File: src/rtl/axis_pkt_checker_sat_counter32.sv
// 32-bit saturating event counter. A clear that coincides with an increment
// leaves the counter at 1 so the coincident event is not lost.
module sat_counter32 (
  input  logic        clk,
  input  logic        rst_n,
  input  logic        inc,
  input  logic        clr,
  output logic [31:0] cnt
);

  // Count up on inc, hold at all-ones, restart from the current event on clr
  always_ff @(posedge clk or negedge rst_n) begin
    if (!rst_n) begin
      cnt <= '0;
    end else if (clr) begin
      cnt <= {31'b0, inc};
    end else if (inc && (cnt != 32'hFFFF_FFFF)) begin
      cnt <= cnt + 32'd1;
    end
  end

endmodule

File: config.mk
export PLATFORM = sky130hd
export DESIGN_NAME = sat_counter32
export DESIGN_NICKNAME = d
export VERILOG_FILES = /design/src/rtl/axis_pkt_checker_sat_counter32.sv
export SDC_FILE = /design/constraint.sdc
export NUM_CORES = 1
export LEC_CHECK = 0
export CELL_PAD_IN_SITES_DETAIL_PLACEMENT = 1
export CELL_PAD_IN_SITES_GLOBAL_PLACEMENT = 2
export CORE_UTILIZATION = 33
export DETAILED_ROUTE_END_ITERATION = 16
export GPL_TIMING_DRIVEN = 0
export PLACE_DENSITY_LB_ADDON = 0.1
export SETUP_SLACK_MARGIN = 0.02
export SYNTH_ARGS = -nofsm -noshare
export SYNTH_HDL_FRONTEND = slang
export SYNTH_SLANG_ARGS = --single-unit
File: constraint.sdc
create_clock -name clk -period 4.05 [get_ports clk]
set_input_delay 1.215 -clock clk [delete_from_list [all_inputs] [get_ports clk]]
set_output_delay 1.215 -clock clk [all_outputs]
set_load 0.03 [all_outputs]
After elaboration in Yosys (flattened, before gate mapping)
Cells that the tools add are included.
{ "word_totals": {"regBits": 32, "in_bits": 4, "output_inout_bits": 32, "elab_cells": 7} }
{ "op_classes": {"addsub": 1, "n_eq_ne": 1, "muxes": 2, "reduce_logical": 2} }
{ "ops": {"columns": ["operator", "count"], "rows": [
  ["two-way mux 32 bit", 2],
  ["adder 32 x 1 -> 32 bit (second input constant)", 1],
  ["!= test 32 bit (second input constant)", 1],
  ["nonzero test 2 bit", 1],
  ["logical AND 1 bit", 1]
]} }

Logic depth before layout (Yosys ltp)
Gate-level depths: netlist of run 1.
{ "logic_depth": {"ltp_word": 4, "ltp_mapped": 7, "ltp_nobuf": 6} }

Worst setup path after synthesis of run 1
OpenSTA, ideal clock, no wires.
{ "synth_path": {"path_kind": "reg-to-reg", "start": "register cnt[20]", "end": "register cnt[30]", "setup_time_ps": 78, "arrival_time_ps": 2395, "required_time_ps": 3972, "slack_ps": 1577, "stages_incl_launch_ff": 7, "path_buffers": 1, "period_less_slack_ps": 2473, "path_cell_list": "dfrtp_1 > nand4_1 > or4_4 > buf_6 > or4_4 > or3_1 > a21oi_1"} }
{ "synth_between": {"elab_chain_len": 3, "elab_cells_between_ends": 6, "classes_between": "add/sub: 1; eq/ne: 1; mux: 2; reduce/logical: 2"} }
{ "synth_rtl": {"columns": ["element", "line_no", "text"], "rows": [
  ["start: declaration", "8", "output logic [31:0] cnt"],
  ["start signal: assignment", "16", "cnt <= {31'b0, inc};"],
  ["start signal: assignment", "18", "cnt <= cnt + 32'd1;"],
  ["adder 32 x 1 -> 32 bit / != test 32 bit (equally long branches)", "18, 17", null],
  ["two-way mux 32 bit / logical AND 1 bit (equally long branches)", "17", "end else if (inc && (cnt != 32'hFFFF_FFFF)) begin"],
  ["two-way mux 32 bit / nonzero test 2 bit (equally long branches)", null, null]
]} }
Parallel ways exist; a longest one is shown, timed or not. The select of a mux whose other input is x is not followed.
A chain may end at the register's enable or synchronous reset.

Final worst setup path of run 1
{ "layout_path": {"start": "input port inc", "end": "register cnt[27]"} }
{ "layout_between": {"elab_chain_len": 2} }
{ "layout_rtl": {"columns": ["element", "line_no", "text"], "rows": [
  ["start: declaration", "6", "input logic inc,"],
  ["logical AND 1 bit", "17", null],
  ["nonzero test 2 bit (no line)", null, null]
]} }
Every way passes these cells.

==> metrics.csv, run 1 <==
stage,metric,value,unit
status,status,"finished, violations left",
status,failing checks,DRC,
grt,largest net degree at the start of global routing,33,
clock_network,setup repair bufs after CTS,0,
cells_and_area,Layout area overhead,29.2,%
timing,f_max,314,MHz
placement,GPL Wtd Cong,0.782,
critical_path,Crit Path Max Fanout,7,
timing,worst-margin pin slew,0.767,ns
floorplanning,starting density of the core,34.2,%
yosys,Synth Area per Inst,8.96,µm²
clock_network,CTS tree,yes,
clock_network,CTS Buffer Depth,2,
clock_network,clock sink count,32,
critical_path,Reg-to-Reg Start,cnt[20]$_DFFE_PN0P_,
timing,Setup TNS,0,ns
cells_and_area,"commonest non-fill, non-tap cells in the layout","clkdlybuf4s50_1, dfrtp_1, a21oi_1, o21ai_0, or3_1",
placement,HPWL Detailed,3740,µm
clock_network,CTS Hold Bufs,0,
timing,max-slew violations,0,
timing,Final min period,3.19,ns
yosys,Netlist Area Pre-Place,0.00175,mm²
power,total power,0.000602,W
detailed_routing,DRT Wirelength,5060,µm
cells_and_area,share of cells above drive strength 1,5.49,%
detailed_routing,number of detailed-route iterations in the first pass,10,
critical_path,Worst EP arrival,3.39,ns
cells_and_area,Largest Register,cnt,
clock_network,H-tree depth,2,
detailed_routing,Vias,1694,
timing,RSZ-0062 raised after global routing,false,
cells_and_area,# fillers,628,
grt,initial antenna violation count,0,
grt,vias in the first global route,1766,
cells_and_area,top flop regs,cnt (32),
cells_and_area,Final #Nets,242,
yosys,Gate Count Post-Synth,195,
timing,Hold Fails Final Rpt,0,
critical_path,Worst Path Required,4.25,ns
yosys,post-synthesis sequential area ratio,45.8,%
grt,GRT Total Usage,20.1,%
placement,IO Port Bufs,35,
grt,first-pass GRT wire length,8420,µm
floorplanning,IO Pins,36,
yosys,yosys warns,0,
critical_path,Setup crit start kind,input pin,
floorplanning,row cnt,26,
power,VDD IR-drop max,0.167,mV
power,Pleak,0.790,nW
timing,worst rel slew slack,48.9,%
yosys,synthesized flop and latch total,32,
detailed_routing,DRC viols,1,
yosys,Mapped Nets,200,
flow_run,max_cap viols,0,
detailed_routing,wire length per cell,16.5,µm
yosys,post-synth top area cell,dfrtp_1,
yosys,synth unique cells,30,
timing,Final setup viols,0,
floorplanning,die height,74.8,µm
floorplanning,core box area,0.00511,mm²
min_path,hold_sp,cnt[19]$_DFFE_PN0P_,
cells_and_area,number of flip-flops in the largest register,32,
detailed_routing,Vias/cell,5.52,
critical_path,critical path class,in -> reg,
cells_and_area,Ant. Diodes,0,
critical_path,Setup crit start,inc,
placement,Place WS,0.561,ns
power,Pwr Density,267,mW/mm²
clock_network,Root Buffer Master,clkbuf_8,
yosys,Area contributors post-synth,"dfrtp_1, or3_1, a21oi_1, o21ai_0, nand3_1",
cells_and_area,"most common cell after layout, fill and taps aside",clkdlybuf4s50_1,
clock_network,# resized after CTS,0,
detailed_routing,Final ANT Viol Nets,0,
detailed_routing,initial drt markers,68,
critical_path,Worst Setup End Kind,register,
clock_network,"CTS clk-pin slew, worst paths",0.07,ns
clock_network,Clock Latency Late Sink,0.28,ns
yosys,share of Yosys cell area claimed by the top area cell type,45.8,%
floorplanning,Die X,74.8,µm
grt,grt ovf,0,
min_path,Hold Path Class,reg -> reg,
floorplanning,Die ar.,0.00559,mm²
timing,post-route setup slack,0.863,ns
timing,Layout Skew,0.00427,ns
timing,fin crit share,78.7,%
clock_network,TritonCTS buffer count,5,
[path summary, 6_finish.rpt]
kind | cells past startpoint | end | slack, ns
max in group asynchronous | 1 | cnt[2]$_DFFE_PN0P_ | 2.56
worst min register to register | 2 | cnt[19]$_DFFE_PN0P_ | 0.59
worst min-delay path | 2 | cnt[19]$_DFFE_PN0P_ | 0.59
worst max register to register | 7 | cnt[21]$_DFFE_PN0P_ | 1.51
worst max-delay path | 7 | cnt[27]$_DFFE_PN0P_ | 0.86
min in group asynchronous | 1 | cnt[22]$_DFFE_PN0P_ | 1.01
[metrics by stage]
stage | utilization, % | instances | hold slack, ns | cell area (µm²)
global route | 44.2 | 307 | 0.626 | 2260
CTS | 44.2 | 307 | 0.588 | 2260
detailed placement | 42.7 | 300 | 0.577 | 2180
finish | 44.2 | 307 | 0.592 | 2260
global placement | 42.8 | 300 | 0.558 | 2190
floorplan | - | 195 | 0.704 | 1750
[cells in the mapped netlist]
library cell and n:
o31ai_1 7, nor3_1 3, nand4_2 1, ha_1 1, xor2_1 2, o31a_1 1
buf_6 1, or3_1 18, a31o_2 1, o21a_1 1, nand4_1 7, a21oi_1 22
dfrtp_1 32, a41oi_1 1, mux2i_1 1, inv_1 7, a21o_1 1, xnor2_1 4
or4_1 6, nand2_1 14, o311ai_2 1, or4_4 2, and3_1 1, nor2_1 11
and2_1 3, o21ai_0 18, clkbuf_1 7, nand3_1 11, nor4_1 6, and4_1 4
[critical path: stages]
cell and delay, ns:
clkdlybuf4s50_1 0.64, and2_1 0.21, and2_1 0.13, clkbuf_1 0.29, o311ai_2 0.28, or4_1 0.45, a21oi_1 0.16
[layout make-up]
class | instances | area, µm² | area share [%]
Buffer | 8 | 37.5 | 1.66
Clock buffer | 6 | 72.6 | 3.21
Clock inverter | 1 | 5.00 | 0.222
Inverter | 7 | 26.3 | 1.16
Multi-Input combinational cell | 148 | 883 | 39.1
Sequential cell | 32 | 801 | 35.5
Tap cell | 70 | 87.6 | 3.88
Timing Repair Buffer | 35 | 345 | 15.3
[cells by family after synthesis]
logic type / count (synthesis) / synth area share [%]
AO/OA/AOI/OAI: 53 / 17.8
XOR/XNOR: 6 / 3.01
adder cells (fa/ha/maj): 1 / 0.716
buffers and inverters: 15 / 3.65
flip-flops: 32 / 45.8
multiplexers: 1 / 0.573
AND/OR/NAND/NOR: 87 / 28.5
[metal layers]
metal | global-route usage, % | share of wire, %
met1 | 25.1 | 47
met2 | 35.0 | 50
met3 | 4.69 | 2.8
met4 | 5.03 | 0.44
met5 | 0 | 0
[report_power, final]
| group | total, W | switching, W | internal, W |
|---|---|---|---|
| clock | 0.000235 | 0.000118 | 0.000117 |
| sequential | 0.000327 | 0.00000481 | 0.000322 |
| combinational | 0.0000396 | 0.0000271 | 0.0000125 |
Power figures use the tool's default switching activity.
==> inputs of run 2 (changes only) <==
CORE_UTILIZATION = 30   (was 33)
clock period = 3.1 ns   (was 4.05 ns; I/O delays follow)
==> run 2 against run 1 <==
Effect of this change: combinational power grew 32%; clock skew grew 0.0025 ns; final area grew 0.66%; die area increased by 9.7%; largest power group unchanged; count of clock-buffer cells in the layout grew 2; wire length rose by 2.0%; register-to-register slack lost 0.96 ns; core utilization fell by 3.4 points; the run now ends clean; via count rose by 2.0%; sequential power grew 31%; sequential share of layout area is 0.23 points lower; first-iteration DRC count decreased by 40%; critical endpoint unchanged.
==> metrics.csv, run 2 (same netlist as run 1, synthesis figures left out) <==
stage,metric,value,unit,change
placement,Placed Instances,302,,+0.67%
critical_path,Setup crit start,inc,,
critical_path,Worst EP arrival,3.12,ns,-0.27 ns
clock_network,"CTS clk-pin slew, worst paths",0.06,ns,about the same
timing,Final min period,2.92,ns,
placement,Placed Area,0.00218,mm²,+0.11%
critical_path,cells along the critical path,"clkdlybuf4s50_1, and2_1, and2_1, clkbuf_1, o311ai_2, or4_1, a21oi_1",,
clock_network,CTS Hold Bufs,0,,unchanged
cells_and_area,top flop regs,cnt (32),,
cells_and_area,share of cells above drive strength 1,5.46,%,-0.023 points
timing,f_max,343,MHz,
grt,initial antenna violation count,0,,unchanged
critical_path,CP max stage delay,0.65,ns,about the same
clock_network,H-tree depth,2,,unchanged
cells_and_area,Largest Register,cnt,,
grt,vias in the first global route,1740,,-1.5%
timing,Hold Fails Final Rpt,0,,unchanged
critical_path,critical path class,in -> reg,,
timing,max-slew violations,0,,unchanged
cells_and_area,number of flip-flops in the largest register,32,,unchanged
critical_path,r2r setup slk,0.55,ns,-0.96 ns
floorplanning,Die X,78.3,µm,+4.7%
min_path,Hold Path Cell Cnt,2,,unchanged
cells_and_area,Final #Nets,242,,unchanged
grt,first-pass GRT wire length,8750,µm,+3.9%
clock_network,# resized after CTS,0,,unchanged
placement,GPL Wtd Cong,0.749,,-4.2%
critical_path,Reg-to-Reg End,cnt[7]$_DFFE_PN0P_,,
min_path,hold_sp,cnt[19]$_DFFE_PN0P_,,
floorplanning,Die ar.,0.00614,mm²,+9.7%
detailed_routing,Vias,1728,,+2.0%
critical_path,reg2reg path depth,7,,unchanged
critical_path,Crit Path Max Fanout,7,,unchanged
critical_path,Worst Path Required,3.30,ns,-0.95 ns
grt,largest net degree at the start of global routing,33,,unchanged
grt,GRT Total Usage,18.5,%,-1.7 points
timing,Final setup viols,0,,unchanged
power,Pleak,0.795,nW,+0.56%
detailed_routing,DRT Wirelength,5160,µm,+2.0%
critical_path,slowest CP cell,clkdlybuf4s50_1,,
critical_path,CP most frequent cell,and2_1,,
critical_path,Reg-to-Reg Start,cnt[20]$_DFFE_PN0P_,,
cells_and_area,"commonest non-fill, non-tap cells in the layout","clkdlybuf4s50_1, dfrtp_1, a21oi_1, o21ai_0, or3_1",,
floorplanning,core box area,0.00557,mm²,+9.1%
power,Pwr Density,357,mW/mm²,+34%
timing,Layout Skew,0.00682,ns,+0.00255 ns
floorplanning,starting density of the core,31.4,%,-2.9 points
clock_network,TritonCTS buffer count,5,,unchanged
cells_and_area,design area,0.00227,mm²,+0.66%
placement,HPWL Detailed,3840,µm,+2.6%
detailed_routing,Vias/cell,5.57,,+1.0%
cells_and_area,# fillers,681,,+8.4%
timing,worst rel slew slack,49.9,%,+1.0 points
clock_network,CTS tree,yes,,
critical_path,Setup crit start kind,input pin,,
detailed_routing,Final ANT Viol Nets,0,,unchanged
flow_run,max_cap viols,0,,unchanged
detailed_routing,initial drt markers,41,,-40%
min_path,"Endpoint, Worst Hold",cnt[19]$_DFFE_PN0P_,,
clock_network,setup repair bufs after CTS,0,,unchanged
clock_network,Clock Latency Late Sink,0.28,ns,about the same
cells_and_area,"most common cell after layout, fill and taps aside",clkdlybuf4s50_1,,
cells_and_area,post-layout util,40.8,%,-3.4 points
detailed_routing,DRC viols,0,,-1
timing,worst-margin pin slew,0.751,ns,-0.0154 ns
detailed_routing,number of detailed-route iterations in the first pass,4,,-6
timing,fin crit share,94.1,%,
timing,RSZ-0062 raised after global routing,false,,
floorplanning,row cnt,27,,+3.8%
cells_and_area,Layout area overhead,30.1,%,
min_path,Hold Path Class,reg -> reg,,
clock_network,clock sink count,32,,unchanged
cells_and_area,Ant. Diodes,0,,unchanged
clock_network,CTS Buffer Depth,2,,unchanged
critical_path,Worst Setup End Kind,register,,
power,total power,0.000811,W,+35%
placement,IO Port Bufs,35,,unchanged
power,VDD IR-drop max,0.156,mV,-6.4%
status,status,completed,,
clock_network,Root Buffer Master,clkbuf_8,,
grt,grt ovf,0,,unchanged
detailed_routing,wire length per cell,16.6,µm,+1.0%
floorplanning,die height,78.3,µm,+4.7%
cells_and_area,Non-Filler Instances,310,,+0.98%
floorplanning,IO Pins,36,,unchanged
## run 2: cell count changes in the layout (fill, tap and decap cells not counted)
cell      previous run  this run
clkbuf_1             8         9
clkbuf_8             5         6
clkinv_2             1         0
## run 2: critical path, delay by kind of cell
family                 cells  cell delay [ns]
AO/OA/AOI/OAI              2             0.44
AND/OR/NAND/NOR            3             0.81
buffers and inverters      2             0.94
## run 2: how the worst max path moves through the flow
stage / end / cells after the start / slack, ns
after floorplan: cnt[30]$_DFFE_PN0P_ / 6 / 0.63
after global placement: cnt[27]$_DFFE_PN0P_ / 7 / -0.05
after detailed placement: cnt[27]$_DFFE_PN0P_ / 7 / -0.11
after CTS: cnt[27]$_DFFE_PN0P_ / 7 / 0.14
after global routing: cnt[27]$_DFFE_PN0P_ / 7 / 0.05
final: cnt[27]$_DFFE_PN0P_ / 7 / 0.18
## run 2: area by class of cell
class	count	area, µm²	share of cell area [%]
Timing Repair Buffer	35	345	15.2
Buffer	8	37.5	1.65
Clock buffer	8	90.1	3.96
Tap cell	72	90.1	3.96
Sequential cell	32	801	35.2
Inverter	7	26.3	1.16
Multi-Input combinational cell	148	883	38.9
## run 2: where the power goes
part / leakage, nW / switching, W / internal, W
Sequential: 0.444 / 0.00000623 / 0.000421
Combinational: 0.305 / 0.0000356 / 0.0000165
Clock: 0.0455 / 0.000151 / 0.000181
Total: 0.795 / 0.000193 / 0.000619
## run 2: metal layers
| layer | wire, µm | global-route usage [%] | share of wire (%) |
|---|---|---|---|
| met4 | 63 | 5.19 | 1.2 |
| met5 | 0 | 0 | 0 |
| met2 | 2560 | 32.5 | 50 |
| met1 | 2380 | 22.8 | 46 |
| met3 | 158 | 3.72 | 3.1 |
## run 2: stage by stage
step	setup TNS [ns]	hold slack, ns	setup slack (ns)
2_1_floorplan	0	0.634	0.627
3_3_place_gp	-0.0487	0.557	-0.0487
3_5_place_dp	-0.200	0.581	-0.107
4_1_cts	0	0.591	0.140
5_1_grt	0	0.609	0.0489
6_report	0	0.583	0.184
